`src/rtl/rgb2hsv_seq.sv`:
```
// rtl/rgb2hsv_seq.sv - RGB to hue/sat/value converter built around one shared iterative restoring divider.
// Optional saturation stage: define RGB2HSV_SAT_EN; without it sat is tied to 0 and latency is DIV_W.
module rgb2hsv_seq #(
  parameter int PIXEL_W = 8,
  parameter int FRAC    = 4,
  parameter int HUE_W   = 9
) (
  input  logic               clk,
  input  logic               rst,
  input  logic               in_valid,
  output logic               in_ready,
  input  logic [PIXEL_W-1:0] r,
  input  logic [PIXEL_W-1:0] g,
  input  logic [PIXEL_W-1:0] b,
  output logic               out_valid,
  input  logic               out_ready,
  output logic [HUE_W-1:0]   hue,
  output logic [PIXEL_W-1:0] sat,
  output logic [PIXEL_W-1:0] val
);

  localparam int DIV_W = (PIXEL_W + FRAC + 6 > 2 * PIXEL_W) ? PIXEL_W + FRAC + 6 : 2 * PIXEL_W;
  localparam int CNT_W = $clog2(DIV_W);
  localparam int MAXV  = (1 << PIXEL_W) - 1;

  typedef logic [DIV_W:0] hacc_t;
  typedef enum logic [1:0] {SEL_R, SEL_G, SEL_B} sel_e;
  typedef enum logic [1:0] {
    S_IDLE,
    S_HUE,
`ifdef RGB2HSV_SAT_EN
    S_SAT,
`endif
    S_DONE
  } state_e;

  state_e             state_q, state_d;
  logic [CNT_W-1:0]   cnt_q, cnt_d;
  logic [PIXEL_W-1:0] rem_q, rem_d;
  logic [DIV_W-1:0]   dvd_q, dvd_d;
  logic [PIXEL_W-1:0] dvs_q, dvs_d;
  sel_e               sel_q, sel_d;
  logic               ge_q, ge_d;
  logic [PIXEL_W-1:0] cmax_q, cmax_d;
  logic [PIXEL_W-1:0] diff_q, diff_d;
  logic [HUE_W-1:0]   hue_q, hue_d;
  logic [PIXEL_W-1:0] sat_q, sat_d;
  logic [PIXEL_W-1:0] val_q, val_d;
`ifdef RGB2HSV_SAT_EN
  logic [HUE_W-1:0]   hue_tmp_q, hue_tmp_d;
  logic [DIV_W-1:0]   dvd_sat;
`endif

  sel_e               in_sel;
  logic               in_ge;
  logic [PIXEL_W-1:0] in_max, in_min, in_n, in_diff;
  logic [DIV_W-1:0]   dvd_hue;

  logic [PIXEL_W:0]   trial, sub;
  logic               bit_ok;
  logic [PIXEL_W-1:0] rem_step;
  logic [DIV_W-1:0]   quo_step;
  hacc_t              hue_base, hue_fix;
  logic [HUE_W-1:0]   hue_new;
  logic               last_iter;

  // Channel ranking at accept; in_ge selects the +q / -q branch of the sector formula.
  always_comb begin
    in_sel = SEL_B;
    in_ge  = 1'b0;
    in_max = b;
    in_min = b;
    in_n   = '0;
    if (r >= g && r >= b) begin
      in_sel = SEL_R;
      in_max = r;
      in_ge  = (g >= b);
      in_min = in_ge ? b : g;
      in_n   = in_ge ? g - b : b - g;
    end else if (g >= b) begin
      in_sel = SEL_G;
      in_max = g;
      in_ge  = (b >= r);
      in_min = in_ge ? r : b;
      in_n   = in_ge ? b - r : r - b;
    end else begin
      in_sel = SEL_B;
      in_max = b;
      in_ge  = (r >= g);
      in_min = in_ge ? g : r;
      in_n   = in_ge ? r - g : g - r;
    end
    in_diff = in_max - in_min;
    dvd_hue = (DIV_W'(in_n) * DIV_W'(60)) << FRAC;
  end

  // One restoring step: dvd_q shifts left and collects quotient bits in its LSBs.
  always_comb begin
    trial     = {rem_q, dvd_q[DIV_W-1]};
    sub       = trial - {1'b0, dvs_q};
    bit_ok    = (trial >= {1'b0, dvs_q});
    rem_step  = bit_ok ? PIXEL_W'(sub) : PIXEL_W'(trial);
    quo_step  = {dvd_q[DIV_W-2:0], bit_ok};
    last_iter = (cnt_q == CNT_W'(DIV_W - 1));
  end

  always_comb begin
    hue_base = '0;
    unique case (sel_q)
      SEL_R:   hue_base = ge_q ? hacc_t'(0) : hacc_t'(360 << FRAC);
      SEL_G:   hue_base = hacc_t'(120 << FRAC);
      default: hue_base = hacc_t'(240 << FRAC);
    endcase
    hue_fix = ge_q ? hue_base + {1'b0, quo_step} : hue_base - {1'b0, quo_step};
    hue_new = (diff_q == '0) ? '0 : HUE_W'(hue_fix >> FRAC);
  end

`ifdef RGB2HSV_SAT_EN
  assign dvd_sat = DIV_W'(diff_q) * DIV_W'(MAXV);
`endif

  always_comb begin
    state_d = state_q;
    cnt_d   = cnt_q;
    rem_d   = rem_q;
    dvd_d   = dvd_q;
    dvs_d   = dvs_q;
    sel_d   = sel_q;
    ge_d    = ge_q;
    cmax_d  = cmax_q;
    diff_d  = diff_q;
    hue_d   = hue_q;
    sat_d   = sat_q;
    val_d   = val_q;
`ifdef RGB2HSV_SAT_EN
    hue_tmp_d = hue_tmp_q;
`endif
    unique case (state_q)
      S_IDLE: begin
        if (in_valid) begin
          sel_d   = in_sel;
          ge_d    = in_ge;
          cmax_d  = in_max;
          diff_d  = in_diff;
          dvd_d   = dvd_hue;
          dvs_d   = in_diff;
          rem_d   = '0;
          cnt_d   = '0;
          state_d = S_HUE;
        end
      end
      S_HUE: begin
        rem_d = rem_step;
        dvd_d = quo_step;
        cnt_d = cnt_q + CNT_W'(1);
        if (last_iter) begin
          cnt_d = '0;
`ifdef RGB2HSV_SAT_EN
          hue_tmp_d = hue_new;
          dvd_d     = dvd_sat;
          dvs_d     = cmax_q;
          rem_d     = '0;
          state_d   = S_SAT;
`else
          hue_d   = hue_new;
          sat_d   = '0;
          val_d   = cmax_q;
          state_d = S_DONE;
`endif
        end
      end
`ifdef RGB2HSV_SAT_EN
      S_SAT: begin
        rem_d = rem_step;
        dvd_d = quo_step;
        cnt_d = cnt_q + CNT_W'(1);
        if (last_iter) begin
          cnt_d   = '0;
          hue_d   = hue_tmp_q;
          sat_d   = (diff_q == '0) ? '0 : PIXEL_W'(quo_step);
          val_d   = cmax_q;
          state_d = S_DONE;
        end
      end
`endif
      S_DONE: begin
        if (out_ready) state_d = S_IDLE;
      end
      default: state_d = S_IDLE;
    endcase
  end

  always_ff @(posedge clk or posedge rst) begin
    if (rst) begin
      state_q <= S_IDLE;
      cnt_q   <= '0;
      rem_q   <= '0;
      dvd_q   <= '0;
      dvs_q   <= '0;
      sel_q   <= SEL_R;
      ge_q    <= 1'b0;
      cmax_q  <= '0;
      diff_q  <= '0;
      hue_q   <= '0;
      sat_q   <= '0;
      val_q   <= '0;
`ifdef RGB2HSV_SAT_EN
      hue_tmp_q <= '0;
`endif
    end else begin
      state_q <= state_d;
      cnt_q   <= cnt_d;
      rem_q   <= rem_d;
      dvd_q   <= dvd_d;
      dvs_q   <= dvs_d;
      sel_q   <= sel_d;
      ge_q    <= ge_d;
      cmax_q  <= cmax_d;
      diff_q  <= diff_d;
      hue_q   <= hue_d;
      sat_q   <= sat_d;
      val_q   <= val_d;
`ifdef RGB2HSV_SAT_EN
      hue_tmp_q <= hue_tmp_d;
`endif
    end
  end

  assign in_ready  = (state_q == S_IDLE);
  assign out_valid = (state_q == S_DONE);
  assign hue       = hue_q;
  assign sat       = sat_q;
  assign val       = val_q;

endmodule

```
`config.mk`:
```
export PLATFORM = sky130hd
export DESIGN_NAME = rgb2hsv_seq
export DESIGN_NICKNAME = d
export VERILOG_FILES = /design/src/rtl/rgb2hsv_seq.sv
export SDC_FILE = /design/constraint.sdc
export NUM_CORES = 1
export LEC_CHECK = 0
export BUFFER_PORTS_ARGS = -buffer_cell sky130_fd_sc_hd__buf_2
export CAP_MARGIN = 10
export CORE_MARGIN = 2
export CORE_UTILIZATION = 55
export CTS_CLUSTER_DIAMETER = 150
export CTS_CLUSTER_SIZE = 8
export DETAILED_ROUTE_END_ITERATION = 12
export PLACE_DENSITY = 0.71
export SLEW_MARGIN = 20
export SYNTH_ARGS = -nofsm -noshare
export SYNTH_HDL_FRONTEND = slang
export SYNTH_SLANG_ARGS = --single-unit
```
`constraint.sdc`:
```
create_clock -name clk -period 4.4 [get_ports clk]
set_input_delay 1.1 -clock clk [delete_from_list [all_inputs] [get_ports clk]]
set_output_delay 1.1 -clock clk [all_outputs]
set_load 0.02 [all_outputs]
```
==> flow_summary.ini <==
[status]
status = finished with violations
failed_checks = setup timing

[clock_tree]
cts_buffer_depth = 2
cts_tree = built
cts.sinks = 69
cts_made_buffers = 9
clock_latency_ns = 0.33
ctsHoldBuffers = 0
clkTransAtPathRegs_ns = 0.06
htreeDepth = 3
cts-root-buf = clkbuf_16

[routing]
drc_errors = 0
drt_iter0_markers = 474
vias = 6733
avgViaCountPerCell = 5.55
routedWlPerCell_um = 16.8
detail_route.wirelength_um = 20400
first_pass_iters = 6
detail-route-antenna-nets = 0

[power_and_ir_drop]
design_power_total_mw = 7.31
vdd_drop_max_uv = 612
p_leak_nw = 4.85
cellPowerDensity_nw_per_um2 = 753

[critical_path]
cp_max_fo = 4
r2r_slack_ns = 0.24
cpLargestDelayFamily = adder cells
crit_path_end_kind = flip-flop
reg2reg_from = diff_q[1]$_DFFE_PP0P_
setup.worst_path.start = r[0]
cp.depth = 26
cp.required_ns = 4.60
reg2regPathDepth = 21
crit_path_start_kind = input pin
r2r_end = hue[8]$_DFFE_PP0P_
arrival_ns = 5.74
cp_num_buf_inv = 5
path_common_cell = a21oi_2
crit_type = input pin to flip-flop
cp_slowest_stage_delay_ns = 0.53
slowest_stage = fa_1

[final_layout]
fin_area_um2 = 9700
final_cells = 1214
layout.nets = 1172
fillers = 806
multi_input_comb_area_um2 = 5150
seqCellArea_um2 = 1730
drive_above_1_share = 0.379
n_antenna_cell = 0
fin_util = 0.798
area_growth_pct = 40.2

[flow_run]
cap_violations = 0

[die]
core_area_um2 = 12200
rows = 40
pin_count = 55
start_util = 0.569
dieArea_um2 = 13500
die_w_um = 116
die_h_um = 116

[sta]
rsz0062_at_grt = yes
worst_slack_ns = -1.13
max_freq_mhz = 181
hold_viol = 0
finClkSkew_ns = 0.00595
tns_ns = -8.57
setup-violations-final = 14
min_period_ns = 5.53
report.final.slew_viol_count = 0
timing.slew.headroom = 0.406
tightest_slew_ns = 0.890
finalCritPeriodShare = 1.26

[placed_design]
dpl_cell_area_um2 = 8680
place_inst = 1167
io_buffers = 46
gp_congestion = 0.946
detailed_place_hpwl_um = 15800

[grt]
grt_remaining_overflow = 0
grt_pass1_vias = 6916
grt_antenna_before_repair = 0
grt_first_pass_wirelength_um = 32500
grt_max_degree = 53
grt_use_total = 0.306

[yosys]
yosysUniqueCellTypes = 75
synth.top_cell.area_share = 0.250
netlist_instances = 796
synth_area_um2 = 6920
yosysMostFrequentCell = inv_1
yosys-top-cells-area = dfrtp_1 (25%), ha_1 (15%), fa_1 (5.5%)
async_flop_share = 1.00
synth.avg_cell_area_um2 = 8.69
synth_edf_count = 0
synthFlopType = dfrtp_1
yosysWarnings = 0
ys_top_cells_by_count = inv_1 (89), ha_1 (84), nand2_1 (79)
seq_area_frac_synth = 0.250
ys_ff_latch = 69
synth.largest_area_cell = dfrtp_1

[hold_path]
hold_end = cnt_q[4]$_DFFE_PP0P_
hold_depth = 1
hold_path.class = flip-flop to flip-flop
hp-start = cnt_q[4]$_DFFE_PP0P_
-- sequential cells by signal, indices dropped and copies added (netlist names) --
name and flops:
state_q 2, ge_q 1, cnt_q 5, hue 9, dvd_q 18, cmax_q 8, diff_q 8, sel_q 2
val 8, rem_q 8
-- metrics by stage --
| step | hold slack (ns) | worst slack (ns) |
|---|---|---|
| 2_1_floorplan | 0.442 | -1.28 |
| 6_report | 0.477 | -1.13 |
| 4_1_cts | 0.485 | -1.08 |
| 3_5_place_dp | 0.468 | -1.66 |
| 3_3_place_gp | 0.458 | -1.48 |
| 5_1_grt | 0.509 | -1.39 |
-- power breakdown --
group          internal (mW)  total [mW]  switching (mW)
sequential             0.938        1.21           0.268
clock                  0.496       0.771           0.275
combinational           2.69        5.33            2.64
-- logic make-up (layout without fill, tap and decap cells) --
logic type                 after synthesis  in the layout  share of synthesized area
AOI/OAI and AO/OA                      225            225                      0.220
and+or+nand+nor                        188            188                      0.129
buffers and inverters                  125            368                     0.0752
adders and majority gates              104            104                      0.208
DFF                                     69             69                      0.250
xor gates and xnor gates                45             45                     0.0570
muxes                                   39             39                     0.0602
other                                    1              8                   0.000542
-- layout make-up --
class	instances	share of cell area
Tap cell	168	0.0217
Sequential cell	69	0.178
Timing Repair Buffer	263	0.200
Clock inverter	6	0.00903
Inverter	89	0.0366
Multi-Input combinational cell	609	0.531
Clock buffer	10	0.0236
-- cells in the final DEF (no fill, tap or decap), types with 4 or more instances in the layout --
cell type	count
a21oi_2	13
ha_1	75
conb_1	8
ha_4	8
fa_1	15
dfrtp_1	69
nor2_1	34
a22oi_1	12
nor3_1	12
fa_2	4
xor2_1	18
inv_2	5
nand2_1	78
o21ai_1	16
nor2b_1	5
a21oi_1	47
nand2b_1	6
buf_4	205
a22o_1	8
o21ai_0	36
o21bai_1	5
and3_1	4
nand3_1	16
buf_6	13
inv_1	79
xnor2_1	15
o21ai_2	7
buf_2	43
a31oi_1	6
clkbuf_16	9
a21o_1	18
mux2_2	18
a222oi_1	7
mux2i_1	16
xnor2_2	11
-- metal layers --
layer  global-route usage  vias up  wire, µm
li1                     -     3266         -
met1                0.354     3227      8470
met2                0.581      191     10600
met3               0.0348       49       748
met4                0.113        0       584
met5                    0        -         0
-- worst max path at each step --
stage                     slack [ns]               endpoint
after floorplan                -1.28  dvd_q[17]$_DFFE_PP0P_
final                          -1.13  dvd_q[17]$_DFFE_PP0P_
after global routing           -1.39  dvd_q[16]$_DFFE_PP0P_
after CTS                      -1.08  dvd_q[17]$_DFFE_PP0P_
after global placement         -1.48  dvd_q[17]$_DFFE_PP0P_
after detailed placement       -1.66  dvd_q[16]$_DFFE_PP0P_
-- repair_timing --
action                     in CTS  in global routing
pin swaps                      44                 37
gates resized for setup        69                 40
setup endpoints to repair      14                 17
buffers inserted               33                  7
(Power assumes the default switching activity.)
